<file path="src/rtl/puzzle_pkg.sv">
// Shared keypad definitions: key codes used by the scanner and its consumers,
// plus the matrix geometry and the position-to-code lookup.
package puzzle_pkg;

  localparam logic [3:0] KEY_0    = 4'd0;
  localparam logic [3:0] KEY_1    = 4'd1;
  localparam logic [3:0] KEY_2    = 4'd2;
  localparam logic [3:0] KEY_3    = 4'd3;
  localparam logic [3:0] KEY_4    = 4'd4;
  localparam logic [3:0] KEY_5    = 4'd5;
  localparam logic [3:0] KEY_6    = 4'd6;
  localparam logic [3:0] KEY_7    = 4'd7;
  localparam logic [3:0] KEY_8    = 4'd8;
  localparam logic [3:0] KEY_9    = 4'd9;
  localparam logic [3:0] KEY_STAR = 4'd10;
  localparam logic [3:0] KEY_HASH = 4'd11;

  localparam int KP_ROWS = 4;
  localparam int KP_COLS = 3;
  localparam int KP_KEYS = KP_ROWS * KP_COLS;

  // Snapshot bit index is row*3 + col.
  function automatic logic [3:0] kp_code_at(input int idx);
    logic [3:0] code;
    case (idx)
      0:       code = KEY_1;
      1:       code = KEY_2;
      2:       code = KEY_3;
      3:       code = KEY_4;
      4:       code = KEY_5;
      5:       code = KEY_6;
      6:       code = KEY_7;
      7:       code = KEY_8;
      8:       code = KEY_9;
      9:       code = KEY_STAR;
      10:      code = KEY_0;
      11:      code = KEY_HASH;
      default: code = KEY_0;
    endcase
    return code;
  endfunction

endpackage

</file>
<file path="src/rtl/keypad_encoder.sv">
// Classifies a 12-bit key snapshot (1 = pressed) as no key, one key with
// its code, or several keys.
module keypad_encoder
  import puzzle_pkg::*;
(
  input  logic [KP_KEYS-1:0] i_snap,
  output logic [3:0]         o_code,
  output logic               o_none,
  output logic               o_multi
);

  logic [3:0] w_count;

  // Count pressed keys and report the code of the lowest pressed position.
  always_comb begin
    w_count = 4'd0;
    o_code  = KEY_0;
    for (int i = KP_KEYS - 1; i >= 0; i--) begin
      if (i_snap[i]) begin
        w_count = w_count + 4'd1;
        o_code  = kp_code_at(i);
      end
    end
    o_none  = (w_count == 4'd0);
    o_multi = (w_count >= 4'd2);
  end

endmodule

</file>
<file path="src/rtl/keypad_scanner.sv">
// 4x3 matrix keypad scanner: column strobing, row synchronisation, per-frame
// snapshot and press/release debouncing with a one-cycle accept pulse.
module keypad_scanner
  import puzzle_pkg::*;
#(
  parameter int SCAN_DIV        = 1000,
  parameter int DEBOUNCE_FRAMES = 4
) (
  input  logic       clk,
  input  logic       rst,
  input  logic [3:0] key_row,
  output logic [2:0] key_col,
  output logic       key_valid,
  output logic [3:0] key_value,
  output logic       key_held
);

  localparam int                 DIV_W     = $clog2(SCAN_DIV);
  localparam logic [DIV_W-1:0]   DIV_LAST  = DIV_W'(SCAN_DIV - 1);
  localparam int                 CNT_W     = $clog2(DEBOUNCE_FRAMES + 1);
  localparam logic [CNT_W-1:0]   CNT_DONE  = CNT_W'(DEBOUNCE_FRAMES);
  localparam logic [CNT_W-1:0]   CNT_ONE   = CNT_W'(1);
  localparam logic [CNT_W-1:0]   CNT_MAX   = '1;
  localparam bit                 ONE_FRAME = (DEBOUNCE_FRAMES == 1);

  typedef enum logic [1:0] {
    ST_IDLE,
    ST_PRESS_DB,
    ST_HELD,
    ST_RELEASE_DB
  } state_t;

  logic [3:0]         r_row_s1;
  logic [3:0]         r_row_s2;
  logic [DIV_W-1:0]   r_div;
  logic [1:0]         r_col;
  logic [KP_KEYS-1:0] r_snap;
  state_t             r_state;
  logic [3:0]         r_cand;
  logic [CNT_W-1:0]   r_cnt;
  logic               r_valid;
  logic [3:0]         r_value;
  logic               r_held;

  logic               w_slot_last;
  logic               w_frame_end;
  logic [KP_KEYS-1:0] w_snap_next;
  logic [3:0]         w_code;
  logic               w_none;
  logic               w_multi;
  logic               w_single;
  logic [CNT_W-1:0]   w_cnt_inc;
  state_t             w_state_nxt;
  logic [3:0]         w_cand_nxt;
  logic [CNT_W-1:0]   w_cnt_nxt;
  logic               w_valid_nxt;
  logic [3:0]         w_value_nxt;
  logic               w_held_nxt;

  // Two-flop synchronizer; idle level is all rows high (no key).
  always_ff @(posedge clk or posedge rst) begin
    if (rst) begin
      r_row_s1 <= 4'hF;
      r_row_s2 <= 4'hF;
    end else begin
      r_row_s1 <= key_row;
      r_row_s2 <= r_row_s1;
    end
  end

  assign w_slot_last = (r_div == DIV_LAST);
  assign w_frame_end = w_slot_last && (r_col == 2'd2);

  // Slot divider and column index; both restart cleanly, neither can wrap.
  always_ff @(posedge clk or posedge rst) begin
    if (rst) begin
      r_div <= '0;
      r_col <= 2'd0;
    end else if (w_slot_last) begin
      r_div <= '0;
      r_col <= (r_col >= 2'd2) ? 2'd0 : r_col + 2'd1;
    end else begin
      r_div <= r_div + 1'b1;
    end
  end

  // Active-low column drive decoded from the column index.
  always_comb begin
    case (r_col)
      2'd0:    key_col = 3'b110;
      2'd1:    key_col = 3'b101;
      default: key_col = 3'b011;
    endcase
  end

  // Snapshot with the current column's rows merged in (active-high pressed).
  always_comb begin
    w_snap_next = r_snap;
    for (int r = 0; r < KP_ROWS; r++) begin
      case (r_col)
        2'd0:    w_snap_next[3*r]     = ~r_row_s2[r];
        2'd1:    w_snap_next[3*r + 1] = ~r_row_s2[r];
        default: w_snap_next[3*r + 2] = ~r_row_s2[r];
      endcase
    end
  end

  // Capture the rows for this column on the last cycle of its slot.
  always_ff @(posedge clk or posedge rst) begin
    if (rst) begin
      r_snap <= '0;
    end else if (w_slot_last) begin
      r_snap <= w_snap_next;
    end
  end

  // The encoder sees the completed frame on the same edge column 2 is sampled.
  keypad_encoder u_encoder (
    .i_snap  (w_snap_next),
    .o_code  (w_code),
    .o_none  (w_none),
    .o_multi (w_multi)
  );

  assign w_single  = !w_none && !w_multi;
  assign w_cnt_inc = (r_cnt == CNT_MAX) ? r_cnt : r_cnt + 1'b1;

  // Debounce FSM state and output registers.
  always_ff @(posedge clk or posedge rst) begin
    if (rst) begin
      r_state <= ST_IDLE;
      r_cand  <= 4'd0;
      r_cnt   <= '0;
      r_valid <= 1'b0;
      r_value <= 4'd0;
      r_held  <= 1'b0;
    end else begin
      r_state <= w_state_nxt;
      r_cand  <= w_cand_nxt;
      r_cnt   <= w_cnt_nxt;
      r_valid <= w_valid_nxt;
      r_value <= w_value_nxt;
      r_held  <= w_held_nxt;
    end
  end

  // Next-state logic; decisions are taken only at frame end.
  always_comb begin
    w_state_nxt = r_state;
    w_cand_nxt  = r_cand;
    w_cnt_nxt   = r_cnt;
    w_valid_nxt = 1'b0;
    w_value_nxt = r_value;
    w_held_nxt  = r_held;
    if (w_frame_end) begin
      case (r_state)
        ST_IDLE: begin
          if (w_single) begin
            w_cand_nxt = w_code;
            if (ONE_FRAME) begin
              w_state_nxt = ST_HELD;
              w_valid_nxt = 1'b1;
              w_value_nxt = w_code;
              w_held_nxt  = 1'b1;
              w_cnt_nxt   = '0;
            end else begin
              w_state_nxt = ST_PRESS_DB;
              w_cnt_nxt   = CNT_ONE;
            end
          end
        end
        ST_PRESS_DB: begin
          if (w_single && (w_code == r_cand)) begin
            if (w_cnt_inc >= CNT_DONE) begin
              w_state_nxt = ST_HELD;
              w_valid_nxt = 1'b1;
              w_value_nxt = r_cand;
              w_held_nxt  = 1'b1;
              w_cnt_nxt   = '0;
            end else begin
              w_cnt_nxt = w_cnt_inc;
            end
          end else begin
            w_state_nxt = ST_IDLE;
            w_cnt_nxt   = '0;
          end
        end
        ST_HELD: begin
          if (w_none) begin
            if (ONE_FRAME) begin
              w_state_nxt = ST_IDLE;
              w_held_nxt  = 1'b0;
              w_cnt_nxt   = '0;
            end else begin
              w_state_nxt = ST_RELEASE_DB;
              w_cnt_nxt   = CNT_ONE;
            end
          end
        end
        ST_RELEASE_DB: begin
          if (w_none) begin
            if (w_cnt_inc >= CNT_DONE) begin
              w_state_nxt = ST_IDLE;
              w_held_nxt  = 1'b0;
              w_cnt_nxt   = '0;
            end else begin
              w_cnt_nxt = w_cnt_inc;
            end
          end else begin
            w_state_nxt = ST_HELD;
            w_cnt_nxt   = '0;
          end
        end
        default: begin
          w_state_nxt = ST_IDLE;
          w_cnt_nxt   = '0;
        end
      endcase
    end
  end

  assign key_valid = r_valid;
  assign key_value = r_value;
  assign key_held  = r_held;

endmodule
</file>
<file path="config.mk">
export PLATFORM = sky130hd
export DESIGN_NAME = keypad_scanner
export DESIGN_NICKNAME = d
export VERILOG_FILES = /design/src/rtl/puzzle_pkg.sv /design/src/rtl/keypad_encoder.sv /design/src/rtl/keypad_scanner.sv
export SDC_FILE = /design/constraint.sdc
export NUM_CORES = 1
export LEC_CHECK = 0
export ABC_CLOCK_PERIOD_IN_PS = 9500
export CAP_MARGIN = 20
export CORE_UTILIZATION = 50
export CTS_CLUSTER_SIZE = 12
export DETAILED_ROUTE_END_ITERATION = 16
export HOLD_SLACK_MARGIN = 0.02
export PLACE_DENSITY = 0.69
export SETUP_SLACK_MARGIN = 0.4
export SYNTH_ARGS = -nofsm -noshare
export SYNTH_HDL_FRONTEND = slang
export SYNTH_SLANG_ARGS = --single-unit
</file>
<file path="constraint.sdc">
create_clock -name clk -period 9.5 [get_ports clk]
set_input_delay 1.9 -clock clk [delete_from_list [all_inputs] [get_ports clk]]
set_output_delay 1.9 -clock clk [all_outputs]
set_load 0.05 [all_outputs]
</file>
Word-level counts from Yosys, hierarchy flattened
Index checks and enable logic that the tools add are counted.

word-level totals
  output and inout bits = 9
  input bits = 6
  logic and storage cells = 125
  flip-flop bits (word level) = 47

cells by class
  reductions and logical operators = 15
  equality and inequality tests = 16
  bitwise logic cells = 4
  mux-type cells = 62
  $lt $le $gt $ge = 3
  add/sub/neg operators = 14

operators by type and width
  cell                   number
  $mux 4                 23
  $add 4x1->4 const B    10
  $mux 1                 21
  $mux 3                 6
  $mux 2                 7
  $ne 2x2->1 const B     6
  $pmux 3 s4             1
  $add 10x1->10 const B  1
  $eq 10x10->1 const B   1
  $mux 10                1
  $pmux 2 s4             1
  $eq 2x2->1 const B     3
  $ne 3x3->1 const B     2
  $pmux 3 s2             1
  $reduce_and 3->1       2
  $reduce_and 6->1       1
  $reduce_and 5->1       1
  $eq 2x1->1 const B     2
  $eq 4x4->1             1
  $ge 4x2->1 const B     1
  $logic_not 2->1        2
  $logic_not 4->1        1
  $not 1->1              4
  $reduce_and 4->1       1
  other kinds (11)       14

Longest topological paths before layout
  word-level depth = 33
  depth in mapped cells = 45
  depth with buffers taken out = 42

Cells and area by module
A second synthesis with hierarchy kept.

unflattened totals
  cell total of the unflattened synthesis = 352
  area, all modules = 3408.3 um^2

by module, submodules not included
  module          seq. area each (um^2)  cells an instance  times used  area each (um^2)
  keypad_scanner  1186.1                 181                1           2130.8
  keypad_encoder  0.0                    171                1           1277.5

Least setup slack after synthesis
No wires, ideal clock.

  path type = flip-flop to flip-flop
  start point = register r_col[1]
  end point = register r_value[0] (netlist: key_value[0])
  buffers on the path = 3
  clock period less this slack = 8.197 ns
  slack = 1.303 ns
  setup time = 0.125 ns
  arrival time = 8.072 ns
  data required time = 9.375 ns
  stages on the path, launching flop included = 44
  cell sequence = dfrtp_1 buf_6 nand2b_4 buf_2 nor2_1 a21oi_1 ha_1 xnor2_4 ha_1 and3_1 a311oi_1 inv_1 ha_1 nor4b_1 a31oi_1 a21boi_0 ha_1 mux2i_1 (+8 left out) o21bai_1 ha_1 mux2i_1 o31ai_2 ha_1 nand2_1 nand2_1 ha_1 o221ai_1 inv_1 ha_1 xor2_1 a32oi_1 o21ba_1 mux2_4 nor4bb_1 buf_4 mux2_4

on the way
  longest elaborated chain between the ends = 31
  elaborated cells on any way between the ends = 60
  those cells by class = 11 x add/sub; 1 x order compare; 3 x eq/ne; 36 x mux; 9 x reduce/logical

RTL lines
  item                                                  line                                        source
  start, declared                                       keypad_scanner.sv:36                        logic [1:0] r_col;
  start signal, assigned                                keypad_scanner.sv:81                        r_col <= (r_col >= 2'd2) ? 2'd0 : r_col + 2'd1;
  $eq 2x1->1 / $logic_not 2->1 (equally long branches)  keypad_scanner.sv:100                       case (r_col)
  $reduce_or 2->1 (no source line)                      n/a
  $mux 1                                                keypad_scanner.sv:100
  $mux 1                                                keypad_encoder.sv:19                        if (i_snap[i]) begin
  $add 1x1->2                                           keypad_encoder.sv:20                        w_count = w_count + 4'd1;
  $mux 4                                                keypad_encoder.sv:19
  $add 4x1->4                                           keypad_encoder.sv:20
  $mux 4                                                keypad_encoder.sv:19
  (+15 left out)                                        n/a
  $mux 4                                                keypad_encoder.sv:19
  $add 4x1->4                                           keypad_encoder.sv:20
  $mux 4                                                keypad_encoder.sv:19
  $ge 4x2->1 / $logic_not 4->1 (equally long branches)  keypad_encoder.sv:25, keypad_encoder.sv:24
  $logic_not 1->1                                       keypad_scanner.sv:125                       assign w_single = !w_none && !w_multi;
  $logic_and 1x1->1                                     keypad_scanner.sv:125
  $logic_and 1x1->1                                     keypad_scanner.sv:173                       if (w_single && (w_code == r_cand)) begin
  $reduce_and 4->1 (no source line) *                   n/a
  end signal, assigned                                  keypad_scanner.sv:142                       r_value <= w_value_nxt;
  end, declared                                         keypad_scanner.sv:42                        logic [3:0] r_value;

Every way passes the cells marked *; elsewhere a longest branch is shown, timed or not.
A chain may end at the register's enable or synchronous reset.

Final worst setup path
Ends and elaborated chain as after synthesis.

==> impl_results.md <==
- Status: completed
- Drc violations: 0
- Area Growth Syn to Fin: 10.1%
- Worst clock skew on the final layout: 0.00894 ns
- Antenna violations before repair: 0
- Max Cap Violations: 0
- Fraction of the cycle the final worst path needs: 0.886
- Overall die width: around 84 µm
- Level count of the clock H-tree: 2
- Count of standard-cell rows: 29
- Arrival @ worst endpoint: 8.61 ns
- Dominant synthesized flop cell: dfrtp_1
- Hold violation count in the final report: 0
- Synthesized net count: roughly 370
- Weighted congestion at the end of routability-driven global placement: 0.819
- Share of final-layout standard cells stronger than drive strength 1: 0.142
- Number of DRC markers after the initial detailed-route iteration: 118
- Largest delay contributor family on the critical path: adder cells
- Fraction of synthesis flops using an asynchronous set or reset pin: 1.00
- Antenna diode instance count: 0
- Path type of the worst min-delay path: flop to flop
- Startpoint types: flop
- First drt pass iteration count: 4
- Required time of the critical path: 9.69 ns
- Placed Cells: between 400 and 500
- Final TNS setup: 0 ns
- Placeable Area: 6390 µm²
- Final critical path time including I/O delays and setup: roughly 8.4 ns
- Antenna-violating nets left: 0
- Final cell count without fillers: roughly 440
- Gate power share: 0.141
- Mux share of post-synthesis cell area: 0.0714
- Switching Fraction: 0.268
- Highest attainable clock frequency: roughly 120 MHz
- Most frequent cells after synthesis: dfrtp_1 (39), nand2_1 (37), nor2_1 (22), xnor2_1 (22), o21ai_0 (21)
- Yosys warning count: 0
- Relative max-transition margin: 0.506
- Number of buffers on the longest clock path: 2
- Slowest CP cell: ha_1
- Netlist Area Pre-Place: between 3000 and 4000 µm²
- Main combinational cell family by area after synthesis: simple AND/OR/NAND/NOR gates
- Vertical die dimension: 83.6 µm
- Power per unit of standard cell area: around 100 nW/µm²
- Register bit count reported by yosys: between 40 and 50
- Vias: 2498
- Number of global-route vias before repair: roughly 2400
- Critical path's most frequent cell: ha_1
- Unrepaired setup endpoints after global routing: false
- Fraction of post-synthesis cell area in the top cell type by area: 0.293
- Effective utilization at floorplan: 0.522
- Fillers: 572
- CTS tree: yes
- Type of the worst setup path: flop to flop
- Number of buffer and inverter stages on the critical path: 5
- Compound-Gate Fraction of Synth Area: 0.148
- Number of enable-type register cells in the synthesized netlist: 0
- Clk Latency, worst-skew pair: between 0.3 and 0.4 ns
- Combined area of the multi-input logic cells: between 2000 and 2500 µm²
- Number of distinct library cell variants in the gate-level netlist after synthesis: 68
- Final Max Slew Viols: 0
- I/O pin cnt: 15
- Post-synthesis average cell area: 9.44 µm²
- Global-route wire length before repair: ~11000 µm
- Via density per instance: 5.64
- Pint: between 0.2 and 0.3 mW
- Clock tree root buffer cell: clkbuf_8
- Post-detailed-route wirelength per cell: ~15 µm
- Total of buffers placed on input and output ports: 14
- Overall routed net length: ~6700 µm
- Clock network fraction of design power: 0.323
- Largest stage delay on the critical path: about 0.41 ns
- Crit. End Element: flop
- Highest net fanout along the worst path: 14
- Post-Synth XOR/XNOR Area: 0.146
- Least-Margin Pin Slew: ~0.72 ns
- Synthesized-area fraction occupied by and/or/nand/nor cells: 0.180
- Static Leakage: 1.67 nW
- Post-detailed-placement half-perimeter wirelength: 4770 µm
- Setup violators final: 0
- Largest net degree at the start of global routing: 48
- Switching Power: between 0.1 and 0.15 mW
- Seq. cell area: about 1200 µm²
- Top area cells in the synthesized netlist: dfrtp_1 (29%), dfstp_2 (6.3%), xnor2_1 (5.8%)
- TritonCTS Buffers: 5
- Global route total overflow: 0
- Clock sinks: between 40 and 50
- Sequential share of power: 0.537
- Die footprint: between 6000 and 7000 µm²
- Sequential-to-total area share from yosys stat: 0.356
- Most frequent cell after synthesis: dfrtp_1
- Net count reported at finish: a little under 400
- Clock input transition at the sequential cells of the worst setup and hold paths: around 0.090 ns
- Overall fraction of global-route tracks in use: 0.201
- Adder-cell area share of the yosys netlist: 0.0526
- Yosys top cell by area: dfrtp_1
- Cell count after synthesis: about 350
- Internal reg-to-reg setup slack: ~1.1 ns
- Peak supply drop: approximately 0.10 mV
==> sequential cells by signal, summed over array words and instances (netlist names), 3 cells and up <==
name and count:
key_value 4, r_cand 4, r_cnt 3, r_div 10, r_row_s1 4, r_row_s2 4
r_snap 12
==> layer usage <==
metal	global-route usage	part of all wire	vias to the layer above	wire length (µm)
met5	0	0	-	0
met4	0.0616	0.0057	0	38
met3	0.0267	0.025	4	165
met2	0.326	0.48	29	3180
met1	0.280	0.49	1201	3290
li1	-	-	1264	-
==> cell usage in the layout, fill, tap and decap left out, drive strengths merged, types with 2 or more instances in the layout <==
| master | n |
|---|---|
| a21boi | 3 |
| a21o | 2 |
| a21oi | 17 |
| a31o | 4 |
| a31oi | 3 |
| a32oi | 3 |
| and2 | 4 |
| and3 | 4 |
| buf | 7 |
| clkbuf | 5 |
| clkdlybuf4s50 | 14 |
| clkinv | 2 |
| dfrtp | 39 |
| dfstp | 8 |
| ha | 14 |
| inv | 21 |
| mux2 | 7 |
| mux2i | 14 |
| nand2 | 37 |
| nand3 | 12 |
| nand4 | 6 |
| nor2 | 23 |
| nor2b | 4 |
| nor3 | 10 |
| nor4bb | 3 |
| o21a | 2 |
| o21ai | 26 |
| o22ai | 2 |
| o2bb2ai | 2 |
| o31ai | 2 |
| or2 | 4 |
| or3 | 5 |
| xnor2 | 24 |
| xnor3 | 4 |
| xor2 | 11 |
| xor3 | 2 |
==> stage by stage <==
step	power [mW]	utilization	hold slack [ns]	setup WS [ns]	area, µm²
global route	0.400	0.574	0.350	0.371	3670
finish	0.382	0.574	0.353	1.08	3670
floorplan	0.249	-	0.345	1.30	3330
detailed placement	0.259	0.551	0.347	0.869	3520
global placement	0.259	0.551	0.346	1.09	3520
CTS	0.384	0.565	0.349	0.829	3610
==> kinds of logic (layout without fill, tap and decap cells) <==
logic type,count (synthesis),after routing
AO/OA/AOI/OAI,76,76
XOR/XNOR,41,41
adder cells (fa/ha/maj),14,14
buffers and inverters,36,49
flip-flops,47,47
multiplexers,21,21
AND/OR/NAND/NOR,118,118
==> final cells by class <==
type	instances	area share
Multi-Input combinational cell	270	0.550
Sequential cell	47	0.323
Timing Repair Buffer	21	0.0559
Tap cell	77	0.0263
Inverter	20	0.0205
Clock buffer	5	0.0188
Clock inverter	3	0.00512
==> timing repair <==
action / CTS / global route
hold endpoints to repair: 0 / 0
endpoints found under the setup margin: 0 / 13
hold buffers: 0 / 0
resized for setup: 0 / 6
setup buffers: 0 / 2
==> final timing paths <==
check / startpoint / end / cells after the start
setup / recovery: r_col[1] / key_value[0] / 41
min in group asynchronous: rst / r_snap[11] / 2
hold / removal: r_row_s1[2] / r_row_s2[2] / 0
max in group asynchronous: rst / r_row_s1[0] / 3
setup reg to reg: r_col[1] / key_value[0] / 41
hold reg to reg: r_row_s1[2] / r_row_s2[2] / 0
==> worst register-to-register path: cells and delay by family (launching register included) <==
family / cells / cell delay, ns
buf+inv: 5 / 0.49
simple gates: 8 / 1.30
compound gates: 12 / 1.90
fa+ha+maj: 10 / 3.02
xor+xnor: 1 / 0.25
mux: 5 / 0.96
flops: 1 / 0.39
==> power groups by stage <==
stage	clock, mW	combinational, mW	sequential [mW]
2_1_floorplan	0	0.0410	0.208
3_3_place_gp	0	0.0499	0.209
3_5_place_dp	0	0.0507	0.209
4_1_cts	0.128	0.0509	0.205
5_1_grt	0.135	0.0602	0.205
6_report	0.123	0.0537	0.205
(Power assumes the default switching activity.)
